==> config.mk <==
export PLATFORM = sky130hd
export DESIGN_NAME = fir_mc
export DESIGN_NICKNAME = d
export VERILOG_FILES = /design/src/rtl/fir_mc.sv
export SDC_FILE = /design/constraint.sdc
export NUM_CORES = 1
export LEC_CHECK = 0
export BUFFER_PORTS_ARGS = -buffer_cell sky130_fd_sc_hd__buf_2
export CAP_MARGIN = 25
export CORE_MARGIN = 5
export CORE_UTILIZATION = 40
export DETAILED_ROUTE_END_ITERATION = 8
export HOLD_SLACK_MARGIN = 0.05
export REMOVE_ABC_BUFFERS = 1
export SKIP_LAST_GASP = 1
export SYNTH_ARGS = -nofsm -noshare
export SYNTH_HDL_FRONTEND = slang
export SYNTH_SLANG_ARGS = --single-unit
==> constraint.sdc <==
create_clock -name clk -period 8.75 [get_ports clk]
set_input_delay 1.75 -clock clk [delete_from_list [all_inputs] [get_ports clk]]
set_output_delay 1.75 -clock clk [all_outputs]
set_load 0.1 [all_outputs]
==> src/rtl/fir_mc.sv <==
// Multichannel time-multiplexed FIR: one shared MAC walks the taps of the
// selected channel's delay line, then rounds half-up and saturates the result.
module fir_mc #(
   parameter int TAPS        = 8,
   parameter int CHANNELS    = 2,
   parameter int IN_WIDTH    = 16,
   parameter int COEFF_WIDTH = 16,
   parameter int FRAC        = 8,
   localparam int CH_W       = (CHANNELS > 1) ? $clog2(CHANNELS) : 1,
   localparam int TAP_W      = (TAPS > 1) ? $clog2(TAPS) : 1,
   localparam int ACC_WIDTH  = IN_WIDTH + COEFF_WIDTH + $clog2(TAPS)
) (
   input  logic                          clk,
   input  logic                          rst_n,
   input  logic signed [IN_WIDTH-1:0]    in_sample,
   input  logic        [CH_W-1:0]        in_chan,
   input  logic                          in_valid,
   output logic                          in_ready,
   input  logic                          coef_we,
   input  logic        [TAP_W-1:0]       coef_addr,
   input  logic signed [COEFF_WIDTH-1:0] coef_data,
   output logic signed [IN_WIDTH-1:0]    out_sample,
   output logic        [CH_W-1:0]        out_chan,
   output logic                          out_sat,
   output logic                          out_valid,
   input  logic                          out_ready,
   output logic                          chan_err
);

   typedef enum logic [1:0] {IDLE, MAC, ROUND, OUT} state_t;

   localparam logic [TAP_W:0] TAP_LIM  = (TAP_W+1)'(TAPS);
   localparam logic [CH_W:0]  CH_LIM   = (CH_W+1)'(CHANNELS);
   localparam logic [TAP_W-1:0] TAP_LAST = TAP_W'(TAPS - 1);
   localparam logic signed [COEFF_WIDTH-1:0] COEF_ONE = COEFF_WIDTH'(2**FRAC);
   localparam logic signed [ACC_WIDTH:0] RND     = (ACC_WIDTH+1)'((2**FRAC) / 2);
   localparam logic signed [ACC_WIDTH:0] SAT_MAX = (ACC_WIDTH+1)'(2**(IN_WIDTH-1) - 1);
   localparam logic signed [ACC_WIDTH:0] SAT_MIN = (ACC_WIDTH+1)'(-(2**(IN_WIDTH-1)));

   state_t                        state_q;
   logic                          live_q;
   logic signed [IN_WIDTH-1:0]    dly_q [CHANNELS][TAPS];
   logic        [TAP_W-1:0]       wrPtr_q [CHANNELS];
   logic signed [COEFF_WIDTH-1:0] coef_q [TAPS];
   logic signed [ACC_WIDTH-1:0]   acc_q;
   logic        [TAP_W-1:0]       k_q;
   logic        [TAP_W-1:0]       rdIdx_q;
   logic        [CH_W-1:0]        chan_q;
   logic signed [IN_WIDTH-1:0]    outSample_q;
   logic        [CH_W-1:0]        outChan_q;
   logic                          outSat_q;
   logic                          outValid_q;
   logic                          chanErr_q;

   logic signed [IN_WIDTH-1:0]    curSample;
   logic signed [ACC_WIDTH-1:0]   tapSample;
   logic signed [ACC_WIDTH-1:0]   tapCoef;
   logic signed [ACC_WIDTH-1:0]   product;
   logic signed [ACC_WIDTH-1:0]   accNext_d;
   logic signed [ACC_WIDTH:0]     accExt;
   logic signed [ACC_WIDTH:0]     rounded;
   logic signed [ACC_WIDTH:0]     shifted;
   logic signed [IN_WIDTH-1:0]    satSample_d;
   logic                          satFlag_d;
   logic                          chanOk;
   logic                          coefOk;

   // live_q keeps in_ready low through the reset cycle even though state is IDLE.
   assign in_ready   = (state_q == IDLE) && live_q;
   assign out_sample = outSample_q;
   assign out_chan   = outChan_q;
   assign out_sat    = outSat_q;
   assign out_valid  = outValid_q;
   assign chan_err   = chanErr_q;

   assign chanOk = ({1'b0, in_chan} < CH_LIM);
   assign coefOk = ({1'b0, coef_addr} < TAP_LIM);

   // Operands are sign-extended to accumulator width so the product is exact.
   always_comb begin
      curSample = dly_q[chan_q][rdIdx_q];
      tapSample = {{(ACC_WIDTH-IN_WIDTH){curSample[IN_WIDTH-1]}}, curSample};
      tapCoef   = {{(ACC_WIDTH-COEFF_WIDTH){coef_q[k_q][COEFF_WIDTH-1]}}, coef_q[k_q]};
      product   = tapSample * tapCoef;
      accNext_d = acc_q + product;
   end

   // One guard bit absorbs the rounding constant before the arithmetic shift.
   always_comb begin
      accExt  = {acc_q[ACC_WIDTH-1], acc_q};
      rounded = accExt + RND;
      shifted = rounded >>> FRAC;
      satSample_d = shifted[IN_WIDTH-1:0];
      satFlag_d   = 1'b0;
      if (shifted > SAT_MAX) begin
         satSample_d = SAT_MAX[IN_WIDTH-1:0];
         satFlag_d   = 1'b1;
      end else if (shifted < SAT_MIN) begin
         satSample_d = SAT_MIN[IN_WIDTH-1:0];
         satFlag_d   = 1'b1;
      end
   end

   always_ff @(posedge clk) begin
      if (!rst_n) begin
         state_q     <= IDLE;
         live_q      <= 1'b0;
         acc_q       <= '0;
         k_q         <= '0;
         rdIdx_q     <= '0;
         chan_q      <= '0;
         outSample_q <= '0;
         outChan_q   <= '0;
         outSat_q    <= 1'b0;
         outValid_q  <= 1'b0;
         chanErr_q   <= 1'b0;
         for (int c = 0; c < CHANNELS; c++) begin
            wrPtr_q[c] <= '0;
            for (int t = 0; t < TAPS; t++) begin
               dly_q[c][t] <= '0;
            end
         end
         for (int t = 0; t < TAPS; t++) begin
            coef_q[t] <= (t == 0) ? COEF_ONE : '0;
         end
      end else begin
         live_q    <= 1'b1;
         chanErr_q <= 1'b0;
         case (state_q)
            IDLE: begin
               if (coef_we && coefOk) begin
                  coef_q[coef_addr] <= coef_data;
               end
               if (in_valid && live_q) begin
                  if (chanOk) begin
                     dly_q[in_chan][wrPtr_q[in_chan]] <= in_sample;
                     wrPtr_q[in_chan] <= (wrPtr_q[in_chan] == TAP_LAST) ?
                                         '0 : wrPtr_q[in_chan] + TAP_W'(1);
                     rdIdx_q <= wrPtr_q[in_chan];
                     chan_q  <= in_chan;
                     acc_q   <= '0;
                     k_q     <= '0;
                     state_q <= MAC;
                  end else begin
                     chanErr_q <= 1'b1;
                  end
               end
            end
            // rdIdx_q walks backwards from the newest sample, so tap k pairs with coeff k.
            MAC: begin
               acc_q   <= accNext_d;
               k_q     <= k_q + TAP_W'(1);
               rdIdx_q <= (rdIdx_q == '0) ? TAP_LAST : rdIdx_q - TAP_W'(1);
               if (k_q == TAP_LAST) begin
                  state_q <= ROUND;
               end
            end
            ROUND: begin
               outSample_q <= satSample_d;
               outSat_q    <= satFlag_d;
               outChan_q   <= chan_q;
               outValid_q  <= 1'b1;
               state_q     <= OUT;
            end
            OUT: begin
               if (out_ready) begin
                  outValid_q <= 1'b0;
                  state_q    <= IDLE;
               end
            end
            default: state_q <= IDLE;
         endcase
      end
   end

endmodule

==> impl_metrics.prom <==
# TYPE chip_impl_metric gauge
chip_impl_metric{name="finalWorstPathRequiredPeriod",unit="ns"} 8.181
chip_impl_metric{name="critPathMaxFanout",unit=""} 16
chip_impl_metric{name="track_usage",unit=""} 0.1892
chip_impl_metric{name="synth-async-reset-ratio",unit=""} 0
chip_impl_metric{name="detailedRoute.firstIterationViolations",unit=""} 1420
chip_impl_metric{name="wire_length_of_the_first_global_routing_pass",unit="mm"} 125.8
chip_impl_metric{name="timing.critical_path.required",unit="ns"} 9.25
chip_impl_metric{name="place_hpwl",unit="mm"} 57.60
chip_impl_metric{name="top_level_ports",unit=""} 62
chip_impl_metric{name="multi_input_area",unit="sq um"} 16690
chip_impl_metric{name="num_rows",unit=""} 103
chip_impl_metric{name="final_layout_size_suffix_gt1_frac",unit=""} 0.1339
chip_impl_metric{name="final-setup-viol-count",unit=""} 0
chip_impl_info{name="clk_root_buffer_cell",value="sky130_fd_sc_hd__clkbuf_16"} 1
chip_impl_metric{name="antenna_violations_before_repair",unit=""} 5
chip_impl_metric{name="worst_setup_hold_path_clk_slew",unit="ns"} 0.06
chip_impl_info{name="criticalPathCategory",value="reg2reg"} 1
chip_impl_metric{name="die-width",unit="um"} 291.0
chip_impl_info{name="hold_path.startpoint",value="out_sample[9]$_SDFFE_PN0P_"} 1
chip_impl_metric{name="clk_path_buf_depth",unit=""} 3
chip_impl_metric{name="hold_buffers",unit=""} 0
chip_impl_metric{name="first_global_vias",unit=""} 21335
chip_impl_info{name="layout.cells.most_common",value="sky130_fd_sc_hd__inv_1"} 1
chip_impl_metric{name="floorplan.die.height",unit="um"} 291.0
chip_impl_info{name="yosys_most_used_dff",value="sky130_fd_sc_hd__edfxtp_1"} 1
chip_impl_metric{name="tightestPinTransition",unit="ns"} 1.077
chip_impl_metric{name="max_cap_viol_count",unit=""} 0
chip_impl_metric{name="ys_types",unit=""} 73
chip_impl_metric{name="first_pass_iters",unit=""} 8
chip_impl_metric{name="worst_hold_slack",unit="ns"} 0.4687
chip_impl_metric{name="die-area",unit="sq um"} 84680
chip_impl_metric{name="drc",unit=""} 0
chip_impl_metric{name="global_route.overflow_total",unit=""} 0
chip_impl_metric{name="starting_density_of_the_core",unit=""} 0.4018
chip_impl_metric{name="vias",unit=""} 19753
chip_impl_info{name="min_path_type",value="reg2reg"} 1
chip_impl_metric{name="design.final.nets",unit=""} 3160
chip_impl_metric{name="final_min_period_over_clock_period",unit=""} 0.9350
chip_impl_metric{name="cts_made_buffers",unit=""} 49
chip_impl_info{name="status",value="finished clean"} 1
chip_impl_metric{name="clkLatencyLatePin",unit="ns"} 0.61
chip_impl_metric{name="yosys_warnings",unit=""} 0
chip_impl_metric{name="timing_hold_violations_final",unit=""} 0
chip_impl_metric{name="syn_avg_cell_area",unit="sq um"} 12.05
chip_impl_metric{name="core",unit="sq um"} 78610
chip_impl_info{name="layout.cells.most_common_list",value="sky130_fd_sc_hd__inv_1 (393), sky130_fd_sc_hd__edfxtp_1 (390), sky130_fd_sc_hd__fa_1 (310)"} 1
chip_impl_metric{name="utilization",unit=""} 0.4459
chip_impl_metric{name="numClockSinks",unit=""} 458
chip_impl_metric{name="total_routed_wirelength",unit="mm"} 80.20
chip_impl_metric{name="wire_per_inst",unit="um"} 21.18
chip_impl_info{name="tritoncts",value="done"} 1
chip_impl_metric{name="gp_congestion",unit=""} 0.8619
chip_impl_metric{name="finalClockSkew",unit="ns"} 0.01536
chip_impl_metric{name="max_freq",unit="MHz"} 122.2
chip_impl_metric{name="netlist_area",unit="sq um"} 31580
chip_impl_metric{name="max_slew_margin",unit=""} 0.2814
chip_impl_info{name="setup.worst_path.end_class",value="flip-flop"} 1
chip_impl_metric{name="antenna_violating_nets_post_route",unit=""} 0
chip_impl_metric{name="area.growth.synth_to_final",unit="%"} 10.99
chip_impl_metric{name="grt_start_max_net_pins",unit=""} 39
chip_impl_info{name="rr_endpoint",value="acc_q[27]$_SDFFE_PN0P_"} 1
chip_impl_info{name="rsz0062_at_grt",value="no"} 1
chip_impl_info{name="min_delay_worst_endpoint",value="out_sample[9]$_SDFFE_PN0P_"} 1
chip_impl_metric{name="ys_seq_area_frac",unit=""} 0.4139
chip_impl_metric{name="seq_cells_post_synth",unit=""} 458
chip_impl_metric{name="final-seq-area",unit="sq um"} 13080
chip_impl_metric{name="synth-edff-count",unit=""} 390
chip_impl_metric{name="post-cts-setup-buffer-count",unit=""} 0
chip_impl_metric{name="post_cts_resize_count",unit=""} 0
chip_impl_metric{name="synthCells",unit=""} 2620
chip_impl_metric{name="port_buffers",unit=""} 60
chip_impl_metric{name="cp.arrival",unit="ns"} 8.68
chip_impl_metric{name="cts_max_level",unit=""} 2
chip_impl_metric{name="worstRegToRegCells",unit=""} 23
chip_impl_metric{name="vias_per_cell",unit=""} 5.216
chip_impl_metric{name="worst-r2r-setup-slack",unit="ns"} 0.57
chip_impl_metric{name="final_max_slew_viols",unit=""} 0
chip_impl_metric{name="min_path_cells",unit=""} 2
chip_impl_metric{name="num-fill-cells",unit=""} 7160
chip_impl_info{name="timing.critical_path.from_type",value="flip-flop"} 1
## sequential cells by signal (all words and copies together) (netlist names), named ones only
signal,cells
out_sample,16
state_q,2
wrPtr_q,6
out_valid,1
live_q,1
dly_q,256
acc_q,35
out_sat,1
chan_q,1
coef_q,128
out_chan,1
k_q,3
rdIdx_q,3
## how the worst max path moves through the flow
stage / cells after the start / from / endpoint
2_1_floorplan: 23 / flip-flop / acc_q[27]$_SDFFE_PN0P_
3_3_place_gp: 23 / flip-flop / acc_q[27]$_SDFFE_PN0P_
3_5_place_dp: 23 / flip-flop / acc_q[27]$_SDFFE_PN0P_
4_1_cts: 23 / flip-flop / acc_q[27]$_SDFFE_PN0P_
5_1_grt: 24 / flip-flop / acc_q[28]$_SDFFE_PN0P_
6_report: 23 / flip-flop / acc_q[27]$_SDFFE_PN0P_
## cell type report
type                    instances  share of cell area
diodes                          3           0.0002142
clock buffers                  66             0.03887
clock inverters                25            0.006282
inverters                     394             0.04219
multi-input cells            1660              0.4760
flip-flops and latches        458              0.3731
well taps                    1050             0.03748
repair buffers                131             0.02584
## cells by family (layout without fill, tap and decap cells)
family / Yosys count / in the layout / synth area share
multiplexers: 132 / 132 / 0.08379
AND/OR/NAND/NOR: 854 / 854 / 0.1410
flip-flops: 458 / 458 / 0.4139
buffers and inverters: 502 / 616 / 0.06121
adder cells (fa/ha/maj): 425 / 425 / 0.2421
XOR/XNOR: 49 / 49 / 0.01359
AO/OA/AOI/OAI: 199 / 199 / 0.04433
other: 1 / 4 / 0.0001187
## stage by stage
| step | TNS (ns) | std cells | worst slack, ns | instance area [sq um] |
|---|---|---|---|---|
| floorplan | -13.37 | 2512 | -1.157 | 31130 |
| detailed placement | 0 | 3691 | 0.5192 | 33440 |
| CTS | 0 | 3782 | 0.5433 | 35020 |
| global placement | 0 | 3688 | 0.6923 | 33390 |
| finish | 0 | 3787 | 0.5686 | 35050 |
| global route | 0 | 3784 | 0.1394 | 35050 |
## per-layer routing
layer | wire length [um] | part of all wire | track usage
met2 | 39660 | 0.49 | 0.3274
met5 | 15 | 0.00019 | 0
met3 | 4695 | 0.059 | 0.03334
met1 | 34060 | 0.42 | 0.2511
met4 | 1773 | 0.022 | 0.04303
## critical path, stage by stage (launching register included)
cell	delay (ns)
sky130_fd_sc_hd__dfxtp_4	0.50
sky130_fd_sc_hd__buf_4	0.33
sky130_fd_sc_hd__mux4_2	0.54
sky130_fd_sc_hd__mux4_2	0.66
sky130_fd_sc_hd__nor2b_1	0.22
sky130_fd_sc_hd__fa_1	0.50
sky130_fd_sc_hd__inv_1	0.06
sky130_fd_sc_hd__fa_1	0.46
sky130_fd_sc_hd__fa_1	0.51
sky130_fd_sc_hd__inv_1	0.05
sky130_fd_sc_hd__fa_1	0.49
sky130_fd_sc_hd__fa_1	0.56
sky130_fd_sc_hd__inv_1	0.06
sky130_fd_sc_hd__fa_1	0.53
sky130_fd_sc_hd__inv_1	0.04
sky130_fd_sc_hd__ha_1	0.35
sky130_fd_sc_hd__or2_2	0.33
sky130_fd_sc_hd__a31o_2	0.27
sky130_fd_sc_hd__a221oi_2	0.35
sky130_fd_sc_hd__nor2_1	0.13
sky130_fd_sc_hd__o31ai_1	0.37
sky130_fd_sc_hd__a21boi_0	0.17
sky130_fd_sc_hd__or3_1	0.33
sky130_fd_sc_hd__a32o_1	0.25
## synth_stat cells (4+ instances only)
cell type / number / area, sq um
sky130_fd_sc_hd__nor3_1: 14 / 70.07
sky130_fd_sc_hd__buf_2: 12 / 60.06
sky130_fd_sc_hd__o21bai_1: 9 / 67.56
sky130_fd_sc_hd__o21a_1: 8 / 60.06
sky130_fd_sc_hd__fa_1: 310 / 6206
sky130_fd_sc_hd__or2_2: 5 / 31.28
sky130_fd_sc_hd__mux2i_1: 18 / 180.2
sky130_fd_sc_hd__a22oi_1: 18 / 135.1
sky130_fd_sc_hd__a211oi_1: 7 / 52.55
sky130_fd_sc_hd__inv_1: 393 / 1475
sky130_fd_sc_hd__mux4_2: 105 / 2365
sky130_fd_sc_hd__nor4_1: 7 / 43.79
sky130_fd_sc_hd__o41ai_1: 5 / 43.79
sky130_fd_sc_hd__nor3b_1: 4 / 30.03
sky130_fd_sc_hd__xnor2_1: 31 / 271.5
sky130_fd_sc_hd__nand3_1: 31 / 155.2
sky130_fd_sc_hd__ha_1: 115 / 1439
sky130_fd_sc_hd__nor2b_1: 95 / 594.3
sky130_fd_sc_hd__dfxtp_1: 68 / 1361
sky130_fd_sc_hd__a21boi_0: 4 / 30.03
sky130_fd_sc_hd__or3_1: 7 / 43.79
sky130_fd_sc_hd__edfxtp_1: 390 / 11710
sky130_fd_sc_hd__xor2_1: 18 / 157.7
sky130_fd_sc_hd__nor2_1: 139 / 521.8
sky130_fd_sc_hd__nand4_1: 6 / 37.54
sky130_fd_sc_hd__clkbuf_1: 81 / 304.0
sky130_fd_sc_hd__nand2_1: 221 / 829.6
sky130_fd_sc_hd__and3_1: 33 / 206.5
sky130_fd_sc_hd__mux2_2: 9 / 101.4
sky130_fd_sc_hd__buf_1: 9 / 33.78
sky130_fd_sc_hd__nand2b_1: 31 / 193.9
sky130_fd_sc_hd__a32o_1: 6 / 60.06
sky130_fd_sc_hd__o21ai_1: 5 / 25.02
sky130_fd_sc_hd__a211o_1: 4 / 35.03
sky130_fd_sc_hd__o211ai_2: 9 / 112.6
sky130_fd_sc_hd__o211ai_1: 9 / 67.56
sky130_fd_sc_hd__and2_1: 242 / 1514
sky130_fd_sc_hd__a21o_1: 9 / 67.56
sky130_fd_sc_hd__a31oi_1: 8 / 50.05
sky130_fd_sc_hd__a21oi_1: 26 / 130.1
sky130_fd_sc_hd__o21ai_0: 48 / 240.2
sky130_fd_sc_hd__and4_1: 6 / 52.55
Power is not shown: default switching activity piles up to over one toggle a cycle in this logic, so the estimate is an artifact.
